$ cat config.mk
export PLATFORM = sky130hd
export DESIGN_NAME = mem_port_arbiter
export DESIGN_NICKNAME = d
export VERILOG_FILES = /design/src/rtl/mem_port_arbiter.sv
export SDC_FILE = /design/constraint.sdc
export NUM_CORES = 1
export LEC_CHECK = 0
export BUFFER_PORTS_ARGS = -buffer_cell sky130_fd_sc_hd__buf_4
export CAP_MARGIN = 15
export CELL_PAD_IN_SITES_DETAIL_PLACEMENT = 1
export CELL_PAD_IN_SITES_GLOBAL_PLACEMENT = 1
export CORE_MARGIN = 2
export CORE_UTILIZATION = 16
export CTS_CLUSTER_DIAMETER = 120
export DETAILED_ROUTE_END_ITERATION = 10
export GPL_TIMING_DRIVEN = 0
export PLACE_DENSITY = 0.77
export SLEW_MARGIN = 20
export SYNTH_ARGS = -nofsm -noshare
export SYNTH_HDL_FRONTEND = slang
export SYNTH_SLANG_ARGS = --single-unit
$ cat constraint.sdc
create_clock -name clk -period 2.4 [get_ports clk]
set_input_delay 0.72 -clock clk [delete_from_list [all_inputs] [get_ports clk]]
set_output_delay 0.72 -clock clk [all_outputs]
set_load 0.01 [all_outputs]
$ cat src/rtl/mem_port_arbiter.sv
// -----------------------------------------------------------------------------
// mem_port_arbiter
//
// Shares one single-port RAM between the core's instruction-fetch port (I) and
// its load/store port (D). One memory access is issued per grant. Reads park
// the arbiter in S_WAIT until the data returns, and the data is routed only to
// the port that issued the read.
//
// Arbitration: D beats I. The exception is when I has lost MAX_DATA_STREAK
// contended grants in a row; then I wins once and the streak clears.
//
// Parameters
//   READ_LATENCY     cycles from m_r_enable to valid m_rdata (1..15)
//   MAX_DATA_STREAK  contended D grants allowed before a pending I wins (1..15)
//
// Ports
//   clk, reset_n                         clock, synchronous active-low reset
//   i_req/i_addr -> i_gnt                fetch request / accept
//   i_rvalid/i_rdata                     fetch data return (1-cycle pulse)
//   d_req/d_we/d_addr/d_wdata/d_wstrb    load/store request
//   d_gnt                                load/store accept
//   d_rvalid/d_rdata                     load data return (1-cycle pulse)
//   m_addr/m_r_enable/m_w_enable         memory command
//   m_wdata/m_wstrb                      memory write data / byte enables
//   m_rdata                              memory read data
//
// Grants and the memory command are combinational in the grant cycle. While
// reset_n is low every output is held at 0, so nothing leaks to the memory or
// to the core during reset.
// -----------------------------------------------------------------------------
module mem_port_arbiter #(
  parameter int unsigned READ_LATENCY    = 1,
  parameter int unsigned MAX_DATA_STREAK = 4
) (
  input  logic        clk,
  input  logic        reset_n,

  input  logic        i_req,
  input  logic [31:0] i_addr,
  output logic        i_gnt,
  output logic        i_rvalid,
  output logic [31:0] i_rdata,

  input  logic        d_req,
  input  logic        d_we,
  input  logic [31:0] d_addr,
  input  logic [31:0] d_wdata,
  input  logic [3:0]  d_wstrb,
  output logic        d_gnt,
  output logic        d_rvalid,
  output logic [31:0] d_rdata,

  output logic [31:0] m_addr,
  output logic        m_r_enable,
  output logic        m_w_enable,
  output logic [31:0] m_wdata,
  output logic [3:0]  m_wstrb,
  input  logic [31:0] m_rdata
);

  localparam logic [3:0] RD_LAT = 4'(READ_LATENCY);
  localparam logic [3:0] STREAK = 4'(MAX_DATA_STREAK);

  typedef enum logic {
    S_IDLE = 1'b0,
    S_WAIT = 1'b1
  } state_e;

  state_e     state_q;
  logic [3:0] streak_q;   // contended D grants since I last won
  logic [3:0] lat_cnt_q;  // cycles left until m_rdata is valid
  logic       own_d_q;    // 1: outstanding read belongs to D, 0: to I

  // ---------------------------------------------------------------------------
  // Grant selection (combinational, IDLE only)
  // ---------------------------------------------------------------------------
  logic can_gnt;
  logic gnt_i;
  logic gnt_d;
  logic rd_done;

  assign can_gnt = reset_n && (state_q == S_IDLE);

  // I wins when alone, or when D has used up its streak allowance.
  assign gnt_i = can_gnt && i_req && (!d_req || (streak_q == STREAK));
  assign gnt_d = can_gnt && d_req && !gnt_i;

  assign i_gnt = gnt_i;
  assign d_gnt = gnt_d;

  // ---------------------------------------------------------------------------
  // Memory command, driven only in the grant cycle
  // ---------------------------------------------------------------------------
  always_comb begin
    m_addr     = 32'h0;
    m_wdata    = 32'h0;
    m_wstrb    = 4'h0;
    m_r_enable = 1'b0;
    m_w_enable = 1'b0;
    if (gnt_i) begin
      // Fetches are always reads; there is no write data to forward.
      m_addr     = i_addr;
      m_r_enable = 1'b1;
    end else if (gnt_d) begin
      m_addr     = d_addr;
      m_wdata    = d_wdata;
      m_wstrb    = d_wstrb;
      m_r_enable = !d_we;
      m_w_enable = d_we;
    end
  end

  // ---------------------------------------------------------------------------
  // Read return: last WAIT cycle, steered to the owner only
  // ---------------------------------------------------------------------------
  assign rd_done  = reset_n && (state_q == S_WAIT) && (lat_cnt_q == 4'd1);
  assign i_rvalid = rd_done && !own_d_q;
  assign d_rvalid = rd_done &&  own_d_q;
  // Gate rdata so the idle value is a clean 0 rather than whatever the RAM
  // happens to drive.
  assign i_rdata  = i_rvalid ? m_rdata : 32'h0;
  assign d_rdata  = d_rvalid ? m_rdata : 32'h0;

  // ---------------------------------------------------------------------------
  // State, streak and latency tracking
  // ---------------------------------------------------------------------------
  always_ff @(posedge clk) begin
    if (!reset_n) begin
      // Drops any outstanding read: the counter and owner are cleared, so a
      // late m_rdata has no path to either port.
      state_q   <= S_IDLE;
      streak_q  <= 4'd0;
      lat_cnt_q <= 4'd0;
      own_d_q   <= 1'b0;
    end else begin
      case (state_q)
        S_IDLE: begin
          if (gnt_i) begin
            streak_q  <= 4'd0;
            own_d_q   <= 1'b0;
            lat_cnt_q <= RD_LAT;
            state_q   <= S_WAIT;
          end else if (gnt_d) begin
            // Only contended D grants count toward starving I; the counter
            // saturates so it always equals STREAK once the limit is hit.
            if (i_req && (streak_q != STREAK))
              streak_q <= streak_q + 4'd1;
            if (!d_we) begin
              own_d_q   <= 1'b1;
              lat_cnt_q <= RD_LAT;
              state_q   <= S_WAIT;
            end
          end
        end
        S_WAIT: begin
          lat_cnt_q <= lat_cnt_q - 4'd1;
          if (lat_cnt_q == 4'd1)
            state_q <= S_IDLE;
        end
        default: state_q <= S_IDLE;
      endcase
    end
  end

endmodule

# [After elaboration in Yosys (flattened, before gate mapping)]
# Cells that the tools add are included.
[word_totals] romBits=0 wordCells=60 latchBits=0 in_bits=137 output_inout_bits=138 n_memories=0 register_bits=10 mem_bits_rw=0
[classes] n_lt_le_gt_ge=0 n_mul=0 reduce_logical=20 div_mod_pow=0 n_shift=0 add_sub_neg=2 muxes=27 n_bitwise=1 n_eq_ne=6
[op_table] operator="2-to-1 mux 32 bit" count=6
[op_table] operator="2-to-1 mux 4 bit" count=8
[op_table] operator="2-to-1 mux 1 bit" count=11
[op_table] operator="logical AND 1 bit" count=10
[op_table] operator="case mux 4 bit (2 select lines)" count=1
[op_table] operator="!= test 3 bit, second input constant" count=2
[op_table] operator="AND reduction 3 bit" count=2
[op_table] operator="adder 4 x 1 -> 4 bit, second input constant" count=1
[op_table] operator="equality test 4 x 1 -> 1 bit, second input constant" count=1
[op_table] operator="equality test 4 x 3 -> 1 bit, second input constant" count=1
[op_table] operator="zero test 1 bit" count=4
[op_table] operator="!= test 4 x 3 -> 1 bit, second input constant" count=1
[op_table] operator="nonzero test 2 bit" count=2
[op_table] operator="subtractor 4 x 1 -> 4 bit, second input constant" count=1
[op_table] operator="!= test 2 x 1 -> 1 bit, second input constant" count=1
[op_table] operator="case mux 1 bit (2 select lines)" count=1
[op_table] operator="AND reduction 2 bit" count=1
[op_table] operator="logical OR 1 bit" count=1
[op_table] operator="inverter 1 bit" count=1

# [Logic depth before layout (Yosys ltp)]
[depth] depth_word=9 mapped_depth=7 depth_no_buf=6

# [Worst setup path after synthesis]
# Ideal clock, no wire load.
[synth_timing] kind="input to output" from="in d_req" to="out m_addr[0]" setup_slack_ns=-0.005 cell_stages=5 required_time_ns=1.680 arrival_time_ns=1.685 n_path_buf=2 path_cell_list="clkbuf_1 > a21boi_2 > buf_2 > a22oi_1 > nor2_1"
[synth_between] elab_chain_cells=7 elab_cells_between_ends=8 cone_classes="mux: 2; reduce/logical: 6"
[synth_lines] item="start, declared" line="44" rtl="input logic d_req,"
[synth_lines] item="zero test 1 bit" line="85" rtl="assign gnt_i = can_gnt && i_req && (!d_req || (streak_q == STREAK));"
[synth_lines] item="logical OR 1 bit" line="85"
[synth_lines] item="logical AND 1 bit" line="85"
[synth_lines] item="zero test 1 bit" line="86" rtl="assign gnt_d = can_gnt && d_req && !gnt_i;"
[synth_lines] item="logical AND 1 bit" line="86"
[synth_lines] item="2-to-1 mux 32 bit" line="104" rtl="end else if (gnt_d) begin"
[synth_lines] item="2-to-1 mux 32 bit (*)" line="100" rtl="if (gnt_i) begin"
[synth_lines] item="end, declared" line="53" rtl="output logic [31:0] m_addr,"
# Every way passes the cells marked *; elsewhere a longest branch is shown, timed or not.

# [Final worst setup path]
[layout_timing] from="reg streak_q[0]" to="out m_addr[13]"
[layout_between] elab_chain_cells=7
[layout_lines] item="start, declared" line="70" rtl="logic [3:0] streak_q;"
[layout_lines] item="start signal, assigned" line="147" rtl="streak_q <= streak_q + 4'd1;"
[layout_lines] item="equality test 4 x 3 -> 1 bit (*)" line="85"
[layout_lines] item="logical OR 1 bit (*)" line="85"
[layout_lines] item="logical AND 1 bit (*)" line="85"
[layout_lines] item="zero test 1 bit" line="86"
[layout_lines] item="logical AND 1 bit" line="86"
[layout_lines] item="2-to-1 mux 32 bit" line="104"
[layout_lines] item="2-to-1 mux 32 bit (*)" line="100"
# Marks and branches as above.

==> out/metrics.yaml <==
outcome:
  outcome: "finished, violations left"
  violations: "setup timing"
floorplanning:
  die_x_um: 107.4
  start_util_pct: 16.51
  dieArea_mm2: 0.01154
  core_area_mm2: 0.01037
  die-height_um: 107.4
  rows: 37
  ioPinCount: 275
layout:
  area_growth_pct: 208.3
  final_cell_mix: "193 x buf_4, 110 x buf_6, 55 x and2_4, 37 x and3_4, 34 x nor2_1"
  diodes: 0
  drive_above_1_share_pct: 81.82
  nets: 704
  mostFrequentLayoutCell: "buf_4"
  finalNonFillerCells: 697
logic_synthesis:
  synthXorXnorAreaFrac_pct: 1.023
  synth_cell_types: 36
  synth-simple-area-share_pct: 57.60
  synth_compound_area_share_pct: 18.93
  synth_top_family_by_area: "simple AND/OR/NAND/NOR gates"
  avgSynthCellArea_um2: 6.660
  ys_seq_area_share_pct: 11.70
  synth_seq_cells: 10
  synthAdderAreaFrac_pct: 2.924
  synth_area_leader_cell: "and2_1"
  synth.top_cell.area_share_pct: 24.49
  syn_inst: 257
  synthMuxAreaShare_pct: 0
  yosysWarnings: 0
  synth_area_leaders: "and2_1 24%, a22oi_1 14%, and3_1 14%"
  synth.net_count: 398
  synth.cell_area_mm2: 0.001712
worst_setup_path:
  cpMostUsedCell: "buf_6"
  worstSetupEndpointType: "output port"
  crit_buf_inv: 4
  critPathTopFamily: "buffers and inverters"
  rrSetupSlack_ns: 0.86
  crit_slowest_cell: "dfxtp_2"
  cp.arrival_ns: 1.87
  path_cells: "inv_2 -> ha_4 -> and3b_2 -> a21boi_4 -> buf_6 -> buf_6 -> a22oi_2 -> nor2_1 -> buf_4"
  critical_path_class: "flip-flop to output port"
  slowest_delay_ns: 0.34
  cp_max_fo: 5
  startpoint_type: "flip-flop"
  crit_required_ns: 1.68
sta:
  period_needed_ns: 2.589
  setup_viol_count_final: 130
  setup_ws_ns: -0.1893
  worstMarginPinSlew_ns: 0.4991
  fin_skew_ns: 0.003314
  final.setup.tns_ns: -12.32
  rsz0062_at_grt: "true"
  slew_viol_final: 0
  post-route-period-util_pct: 107.9
  hold_violations: 0
  maxSlewHeadroom_pct: 66.73
  clock.fmax_mhz: 386.2
detailed_routing:
  dr.first_iter.drc_count: 66
  vias_per_cell: 4.551
  met2_length_mm: 6.813
  ant_nets: 0
  wl_per_cell_um: 17.55
  route.met3.wl_um: 949
  drcViolationCount: 0
  m1WireLength_mm: 4.198
  routed_wl_mm: 12.23
  top_layer_used: "met4"
  dr.pass1.iters: 4
  num_vias: 3172
clocking:
  worstSkewPairLatency_ns: 0.23
  clkTransAtPathRegs_ns: 0.05
  clkSinkCount: 10
  tritoncts: "built"
  hold_buffers: 0
  h-tree-depth: 1
  max-clock-path-buffers: 2
  cts_buffers: 3
  cts-root-buf: "clkbuf_8"
global_route:
  grt_max_degree: 11
  grtUsageTotal_pct: 19.86
  overflow: 0
  grt_pass1_wl_mm: 18.24
  grt_pass1_vias: 3395
  antenna_found_initial: 0
power_and_ir_drop:
  power_frac_seq_pct: 17.7
  p_leak_nw: 2.573
  comb_power_share_pct: 66.1
  clkPwrFrac_pct: 16.2
  p_int_mw: 0.7091
  ir_drop_mv: 0.1275
  switchingPower_mw: 0.3609
  finalPower_mw: 1.070
  p_sw_share_pct: 33.73
  pwr_density_cell_mw_per_mm2: 202.8
placed_design:
  pre_cts_slack_ns: -0.4601
  port-buffer-count: 273
  gp_congestion: 0.8700
  dp.cells: 666
  detailed_place_hpwl_mm: 9.190
run:
  maxCapViolations: 0
min_path:
  min_path_type: "flip-flop to flip-flop"
==> power by group through the flow <==
| stage | logic, mW | registers [mW] | clock network (mW) |
|---|---|---|---|
| after floorplan | 0.200 | 0.189 | 0 |
| after global placement | 0.516 | 0.191 | 0 |
| after detailed placement | 0.532 | 0.192 | 0 |
| after CTS | 0.694 | 0.189 | 0.182 |
| after global routing | 0.757 | 0.190 | 0.188 |
| final | 0.708 | 0.189 | 0.173 |
==> worst register-to-register path: stages (launching register included) <==
cell      delay (ns)
dfxtp_2         0.34
inv_2           0.05
ha_4            0.15
and3b_2         0.22
buf_4           0.13
o221a_2         0.28
nand2b_1        0.18
nor2_1          0.12
==> registers in the layout, summed over array words and instances, names as in the netlist <==
| name | count |
|---|---|
| state_q | 1 |
| own_d_q | 1 |
| streak_q | 4 |
| lat_cnt_q | 4 |
==> cell families after synthesis <==
logic type | count (synthesis)
AND/OR/NAND/NOR | 168
flip-flops | 10
AO/OA/AOI/OAI | 43
buffers and inverters | 30
XOR/XNOR | 2
adder cells (fa/ha/maj) | 4
==> cell type report <==
cell class                 instances  area [um^2]
inverter                           5        21.27
clock buffer                       3        41.29
tap                              136        170.2
buffer                            25        260.3
sequential                        10        207.7
multi-input combinational        217         1857
fill                            1199         5094
timing repair buffer             301         2719
==> path summary, 6_finish.rpt <==
check / start / end / cells after the start
worst max-delay path: streak_q[0]$_SDFFE_PN0P_ / m_addr[13] / 9
worst min-delay path: streak_q[2]$_SDFFE_PN0P_ / streak_q[2]$_SDFFE_PN0P_ / 2
worst max register to register: streak_q[0]$_SDFFE_PN0P_ / lat_cnt_q[3]$_SDFFE_PN0P_ / 7
worst min register to register: streak_q[2]$_SDFFE_PN0P_ / streak_q[2]$_SDFFE_PN0P_ / 2
==> layer usage <==
metal / vias to the layer above / track usage [%]
met2: 158 / 39.47
met4: 0 / 4.762
li1: 1503 / -
met1: 1493 / 20.63
met5: - / 0
met3: 18 / 4.843
==> what timing repair did <==
item / 4_1_cts / 5_1_grt
cloned: 14 / 0
setup buffers: 12 / 2
pin swaps: 117 / 12
endpoints found under the hold margin: 0 / 0
setup endpoints to repair: 134 / 136
gates resized for setup: 282 / 17
==> synthesized netlist by cell type, drive strengths merged <==
cell     n
nand3b   4
nor4     1
nor2    36
or3      2
buf     11
xor2     1
ha       4
nor2b    2
nor3     2
and2b    1
dfxtp   10
a21boi   2
clkbuf  14
nor3b    1
and3b    1
a31oi    1
nand3    2
nand2    6
o21ai    2
a21oi    2
o41ai    1
nand2b   2
and3    37
o221a    2
xnor2    1
a22oi   32
a211oi   1
nor4b    2
and2    67
inv      5
nand4    2
==> through the flow <==
step	hold slack [ns]	utilization, %	cell area (um^2)
3_3_place_gp	0.4841	37.98	3939
5_1_grt	0.5810	50.88	5276
3_5_place_dp	0.4970	37.98	3939
6_report	0.5456	50.88	5276
4_1_cts	0.5427	50.27	5213
2_1_floorplan	0.4619	-	1719
No activity file was read; power rests on OpenSTA's default activity.
